`src/rtl/pipelined_rca_pkg.sv`:
```
// pipelined_rca shared helpers: chunk width and parameter legality.
// Imported by the pipelined_rca top level.
package pipelined_rca_pkg;

  function automatic int chunk_w(input int w, input int s);
    return (s > 0) ? w / s : w;
  endfunction

  function automatic bit rca_legal(input int w, input int s);
    return (s >= 1) && (s <= w) && (w % s == 0);
  endfunction

endpackage

```
`src/rtl/rca_chunk.sv`:
```
// rca_chunk: combinational ripple of W full adders.
// c_msb_in exposes the carry into the top bit for overflow detection.
module rca_chunk #(
  parameter int W = 8
) (
  input  logic [W-1:0] a,
  input  logic [W-1:0] b,
  input  logic         ci,
  output logic [W-1:0] s,
  output logic         co,
  output logic         c_msb_in
);

  logic [W:0] c;

  always_comb begin
    c    = '0;
    s    = '0;
    c[0] = ci;
    for (int i = 0; i < W; i++) begin
      s[i]   = a[i] ^ b[i] ^ c[i];
      c[i+1] = (a[i] & b[i]) | (c[i] & (a[i] ^ b[i]));
    end
  end

  assign co       = c[W];
  assign c_msb_in = c[W-1];

endmodule

```
`src/rtl/pipelined_rca.sv`:
```
// pipelined_rca: STAGES-deep ripple-carry adder with valid/ready flow.
// Define PIPE_RCA_SUB_EN to add the sub port (A - B).
module pipelined_rca
  import pipelined_rca_pkg::*;
#(
  parameter int WIDTH  = 32,
  parameter int STAGES = 4
) (
  input  logic             clk,
  input  logic             rst,
  input  logic             in_valid,
  output logic             in_ready,
  input  logic [WIDTH-1:0] A,
  input  logic [WIDTH-1:0] B,
  input  logic             cin,
`ifdef PIPE_RCA_SUB_EN
  input  logic             sub,
`endif
  output logic             out_valid,
  input  logic             out_ready,
  output logic [WIDTH-1:0] sum,
  output logic             cout,
  output logic             ovf
);

  localparam int C = chunk_w(WIDTH, STAGES);

  if (!rca_legal(WIDTH, STAGES)) begin : g_bad
    $error("pipelined_rca: WIDTH must be a multiple of STAGES");
  end

  logic             adv;
  logic [WIDTH-1:0] bx;
  logic             cx;
  logic             v0;
  logic             c0;
  logic [STAGES:0]  vq;
  logic [STAGES:0]  cq;

  assign adv      = !out_valid || out_ready;
  assign in_ready = adv;

`ifdef PIPE_RCA_SUB_EN
  assign bx = sub ? ~B : B;
  assign cx = sub ? 1'b1 : cin;
`else
  assign bx = B;
  assign cx = cin;
`endif

  always_ff @(posedge clk) begin
    if (rst) begin
      v0 <= 1'b0;
      c0 <= 1'b0;
    end else if (adv) begin
      v0 <= in_valid && in_ready;
      c0 <= cx;
    end
  end

  assign vq[0] = v0;
  assign cq[0] = c0;

  // chunk k: operands wait k+1 edges, its sum waits STAGES-k edges
  for (genvar k = 0; k < STAGES; k++) begin : g_stg
    localparam int LO = k * C;
    localparam int DS = STAGES - 1 - k;

    logic [C-1:0] ad [0:k];
    logic [C-1:0] bd [0:k];
    logic [C-1:0] sd [0:DS];
    logic [C-1:0] s_w;
    logic         co_w;
    logic         cm_w;
    logic         v_q;
    logic         c_q;

    rca_chunk #(.W(C)) u_chunk (
      .a        (ad[k]),
      .b        (bd[k]),
      .ci       (cq[k]),
      .s        (s_w),
      .co       (co_w),
      .c_msb_in (cm_w)
    );

    always_ff @(posedge clk) begin
      if (rst) begin
        for (int i = 0; i <= k; i++) begin
          ad[i] <= '0;
          bd[i] <= '0;
        end
        for (int i = 0; i <= DS; i++) sd[i] <= '0;
        v_q <= 1'b0;
        c_q <= 1'b0;
      end else if (adv) begin
        ad[0] <= A[LO +: C];
        bd[0] <= bx[LO +: C];
        for (int i = 1; i <= k; i++) begin
          ad[i] <= ad[i-1];
          bd[i] <= bd[i-1];
        end
        sd[0] <= s_w;
        for (int i = 1; i <= DS; i++) sd[i] <= sd[i-1];
        v_q <= vq[k];
        c_q <= co_w;
      end
    end

    assign vq[k+1]      = v_q;
    assign cq[k+1]      = c_q;
    assign sum[LO +: C] = sd[DS];

    if (k == STAGES - 1) begin : g_last
      always_ff @(posedge clk) begin
        if (rst) ovf <= 1'b0;
        else if (adv) ovf <= cm_w ^ co_w;
      end
    end else begin : g_mid
      logic unused_cm;
      assign unused_cm = cm_w;
    end
  end

  assign out_valid = vq[STAGES];
  assign cout      = cq[STAGES];

endmodule

```
`config.mk`:
```
export PLATFORM = sky130hd
export DESIGN_NAME = pipelined_rca
export DESIGN_NICKNAME = d
export VERILOG_FILES = /design/src/rtl/pipelined_rca_pkg.sv /design/src/rtl/rca_chunk.sv /design/src/rtl/pipelined_rca.sv
export SDC_FILE = /design/constraint.sdc
export NUM_CORES = 1
export LEC_CHECK = 0
export ABC_AREA = 1
export CAP_MARGIN = 25
export CORE_UTILIZATION = 46
export CTS_BUF_LIST = sky130_fd_sc_hd__clkbuf_4 sky130_fd_sc_hd__clkbuf_8
export DETAILED_ROUTE_END_ITERATION = 10
export PLACE_DENSITY_LB_ADDON = 0.1
export SLEW_MARGIN = 40
export SYNTH_ARGS = -nofsm -noshare
export SYNTH_HDL_FRONTEND = slang
export SYNTH_SLANG_ARGS = --single-unit
```
`constraint.sdc`:
```
create_clock -name clk -period 21.3 [get_ports clk]
set_input_delay 4.26 -clock clk [delete_from_list [all_inputs] [get_ports clk]]
set_output_delay 4.26 -clock clk [all_outputs]
set_load 0.1 [all_outputs]
```
; Yosys cells after proc, flatten, opt, wreduce, memory -nomap -nowiden
; Memories as Yosys holds them, arrays and structs flattened.
; Cells that the tools add are included.
[totals]
output_inout_bits = 36
mem_count = 12
register_bits = 11
elab_cells = 255
input_bits = 69
ram_bits = 240
[memory_table]
columns = name, words, word_bits, read_ports, rd_ports_with_merged_regs, write_ports, line_no
row1 = g_stg[0].sd, 4, 8, 4, 0, 4, pipelined_rca.sv:71  ; logic [C-1:0] sd [0:DS];
row2 = g_stg[3].ad, 4, 8, 4, 0, 4, pipelined_rca.sv:69  ; logic [C-1:0] ad [0:k];
row3 = g_stg[3].bd, 4, 8, 4, 0, 4, pipelined_rca.sv:70  ; logic [C-1:0] bd [0:k];
row4 = g_stg[1].sd, 3, 8, 3, 0, 3, pipelined_rca.sv:71
row5 = g_stg[2].ad, 3, 8, 3, 0, 3, pipelined_rca.sv:69
row6 = g_stg[2].bd, 3, 8, 3, 0, 3, pipelined_rca.sv:70
row7 = 6 more memories, -, -, -, -, -, -
[classes]
reduce_logical = 6
n_bitwise = 188
mux = 38
[ops]
columns = cell, count
row1 = 8-bit two-way mux, 30
row2 = 1-bit bitwise XOR, 65
row3 = 1-bit AND, 64
row4 = 1-bit OR, 59
row5 = 8-bit OR reduction, 3
row6 = 1-bit two-way mux, 8
row7 = 1-bit logical AND, 1
row8 = 1-bit logical NOT, 1
row9 = 1-bit logical OR, 1

; Longest topological paths before layout
[logic_depth]
ltp_word = 18
mapped_depth = 16
mapped_depth_nobuf = 16

; Hierarchy
; Synthesis repeated with hierarchy kept, for this count alone.
[hier_totals]
hier_cells = 891
hier_area_um2 = 12301.8
[modules_own_cells]
columns = module, cells_each, area_per_inst_um2, seq_area_each_um2, n_inst
row1 = pipelined_rca, 819, 11511.0, 7427.1, 1
row2 = rca_chunk, 18, 197.7, 0.0, 4

; Least setup slack after synthesis
; No wires, ideal clock.
[synth_path]
kind = input -> register
from = input port out_ready
to = memory g_stg[0].ad[0][0] (netlist name) (enable)
setup_slack_ps = 11610
required_ps = 20708
t_arrival_ps = 9097
stages = 4
setup_ps = 592
n_path_buf = 0
cell_sequence = inv_1 -> nand2_1 -> nor2_1 -> inv_1
[synth_between]
elab_chain_len = 6
[synth_lines]
columns = item, line_no
row1 = from (decl), pipelined_rca.sv:20  ; input logic out_ready,
row2 = 1-bit logical OR (*), pipelined_rca.sv:40  ; assign adv = !out_valid || out_ready;
row3 = 1-bit two-way mux (*), pipelined_rca.sv:96  ; end else if (adv) begin
row4 = 1-bit two-way mux (*), pipelined_rca.sv:88  ; if (rst) begin
row5 = 1-bit two-way mux (implied by the code) (*), pipelined_rca.sv:97  ; ad[0] <= A[LO +: C];
row6 = 8-bit OR reduction (no line), -
row7 = 1-bit two-way mux (no line) (*), -
row8 = to (decl), pipelined_rca.sv:69
; Every way passes the cells marked *; elsewhere a longest branch is shown, timed or not.

; Final worst setup path
[layout_path]
from = input port out_ready
to = output port in_ready
[layout_between]
elab_chain_len = 1
[layout_lines]
columns = item, line_no
row1 = 1-bit logical OR, pipelined_rca.sv:40
row2 = to (decl), pipelined_rca.sv:12  ; output logic in_ready,
; No other way between the ends.

==> flow_summary.json <==
{
  "initial_core_util": 0.4693,
  "crit_path_max_fanout": 11,
  "yosysWarnings": 0,
  "routed_via_density": 4.040,
  "startpoint_type": "primary input",
  "grt_pass1_wl_mm": 25.39,
  "core.rowCount": 59,
  "fin_tns_setup_ns": 0,
  "vias": 5442,
  "routabilityCongestion": 0.7047,
  "hold_slack_ns": 0.4451,
  "synthArstFlopShare": 0,
  "max_stage_delay_ns": 0.52,
  "core_area_um2": 26060,
  "grt_pass1_vias": 5224,
  "synth-main-ff-cell": "edfxtp_1",
  "io_buffers": 104,
  "slowest_stage": "buf_2",
  "globalRouteOverflowTotal": 0,
  "grt_max_degree": 162,
  "cts_resized": 0,
  "cts_sinks": 251,
  "crit_type": "in -> out",
  "cts_setup_buffers": 0,
  "r2r-start": "g_stg[0].bd[0][0]",
  "ant_nets": 0,
  "fin_crit_sh": 0.4658,
  "firstDrtPassIters": 4,
  "setup_viol": 0,
  "synth_cells": 870,
  "cts_tree": "done",
  "drv_cap": 0,
  "synth_compound_area_frac": 0.001330,
  "clk_pin_slew_ns": 0.05,
  "drc_errors": 0,
  "ioPinCount": 105,
  "synthTopCellsByArea": "edfxtp_1 59%, nor2_4 18%, inv_1 8.1%, fa_1 5.2%, buf_12 3.6%",
  "slew_headroom": 0.4747,
  "clockBufferDepth": 3,
  "cp.arrival_ns": 5.66,
  "h-tree-depth": 2,
  "worstMarginPinSlew_ns": 0.7880,
  "yosysMostFrequentCell": "inv_1",
  "nets": 1082,
  "synth_edf_count": 240,
  "endpoint": "in_ready",
  "layout-area-overhead-vs-synth_pct": 13.40,
  "synth_top_family_by_area": "simple AND/OR/NAND/NOR gates",
  "reg2reg_slack_ns": 17.19,
  "finalHoldViolCount": 0,
  "worstPathCellList": "clkdlybuf4s50_1, inv_1, nand2_1, buf_2",
  "final_util": 0.5322,
  "max_freq_ghz": 0.1008,
  "hold_start": "v0",
  "grt_util_all_layers": 0.1201,
  "fp.dieH_um": 165.1,
  "syn_nets": 971,
  "first_iter_violations": 344,
  "synthTopCellsByCount": "263 x inv_1, 240 x edfxtp_1, 200 x nor2_4, 41 x nor2_1, 32 x fa_1",
  "numCtsBuffers": 43,
  "hold_class": "reg -> reg",
  "ys_ff_latch": 251,
  "cp-startpoint": "out_ready",
  "ys_types": 16,
  "synth_mux_area_frac": 0,
  "antenna_found_initial": 0,
  "yosys.area_share.simple": 0.2093,
  "crit_required_ns": 17.04,
  "r2r_cells": 12,
  "synthXorXnorAreaFrac": 0,
  "endpoint_kind": "output pin",
  "yosysSeqAreaShare": 0.6073,
  "min_period_ns": 9.922,
  "timing.rr.end": "g_stg[0].sd[0][7]",
  "wire_per_inst_um": 11.25,
  "status": "finished, final reports clean",
  "hpwl_mm": 9.362,
  "syn_area_um2": 12230,
  "clk_latency_ns": 0.53,
  "dieWidth_um": 165.1,
  "finClkSkew_ns": 0.01514,
  "yosys.area.top_type_share": 0.5893,
  "slew_violations": 0,
  "avgSynthCellArea_um2": 14.06,
  "num_antenna_cells": 0,
  "p_per_area_nw_per_um2": 77.62,
  "holdBufCountCts": 0,
  "root_buffer": "clkbuf_8",
  "drive_gt1_frac": 0.3093,
  "synth_fa_ha_area_frac": 0.05238,
  "fp.dieArea_um2": 27240,
  "ir_drop_uv": 38.03,
  "wirelength_mm": 15.16,
  "leakage_nw": 5.555,
  "rsz0062_at_grt": "no",
  "yosys.area.top_type": "edfxtp_1"
}
## how the worst min path moves through the flow
stage	end	cells after the start	slack [ns]
global route	v0	2	0.47
CTS	v0	2	0.45
global placement	v0	2	0.43
finish	v0	2	0.45
floorplan	g_stg[2].v_q	2	0.42
detailed placement	v0	2	0.44
## kinds of logic (layout without fill, tap and decap cells)
family,count (synthesis),after routing
buffers and inverters,309,451
AND/OR/NAND/NOR,277,277
flip-flops,251,251
adder cells (fa/ha/maj),32,32
AO/OA/AOI/OAI,1,1
## per-stage QoR
stage,power [mW],instances,cell area [µm²],worst slack (ns)
after floorplan,0.6637,870,12230,11.61
after global placement,0.6787,1269,13150,10.65
after detailed placement,0.6786,1270,13020,11.38
after CTS,1.098,1346,13840,11.38
after global routing,1.129,1347,13870,11.31
final,1.077,1347,13870,11.38
## cell usage in the layout (no fill, tap or decap), types with 2 or more instances in the layout
master and count:
buf_16 2, buf_2 36, buf_6 3, clkbuf_4 17, clkbuf_8 47, clkdlybuf4s50_1 68, clkinv_1 10, clkinv_2 3
dfxtp_1 11, edfxtp_1 240, fa_1 32, inv_1 262, nand2_1 27, nand3_1 6, nand3b_1 3, nor2_1 40
nor2_4 200
## state kept, by name, summed over array words and instances (netlist names)
signal,cells
g_stg.ad,80
g_stg.bd,80
g_stg.sd,80
g_stg.c_q,3
g_stg.v_q,3
c0,1
cout,1
out_valid,1
ovf,1
v0,1
## per-layer routing
layer	vias up	GRT usage	routed length [µm]
met5	-	0	0
met4	0	0.05129	431
met3	39	0.03521	984
met2	125	0.1841	6908
met1	2465	0.1587	6834
li1	2813	-	-
## worst max-delay path, delay by kind of cell
kind	cells	cell delay, ns
buffers and inverters	3	1.09
AND/OR/NAND/NOR	1	0.31
## power by group
group	internal [mW]	total [mW]	switching, mW
Combinational	0.0355	0.0977	0.0622
Sequential	0.562	0.569	0.00681
Clock	0.231	0.410	0.179
## cell type report
class / instances / area (µm²)
fillers: 2262 / 12190
flip-flops and latches: 251 / 7427
multi-input cells: 310 / 3219
inverters: 265 / 1023
repair buffers: 110 / 957.2
clock buffers: 64 / 774.5
well taps: 335 / 419.2
clock inverters: 12 / 48.80
(Power assumes the default switching activity.)
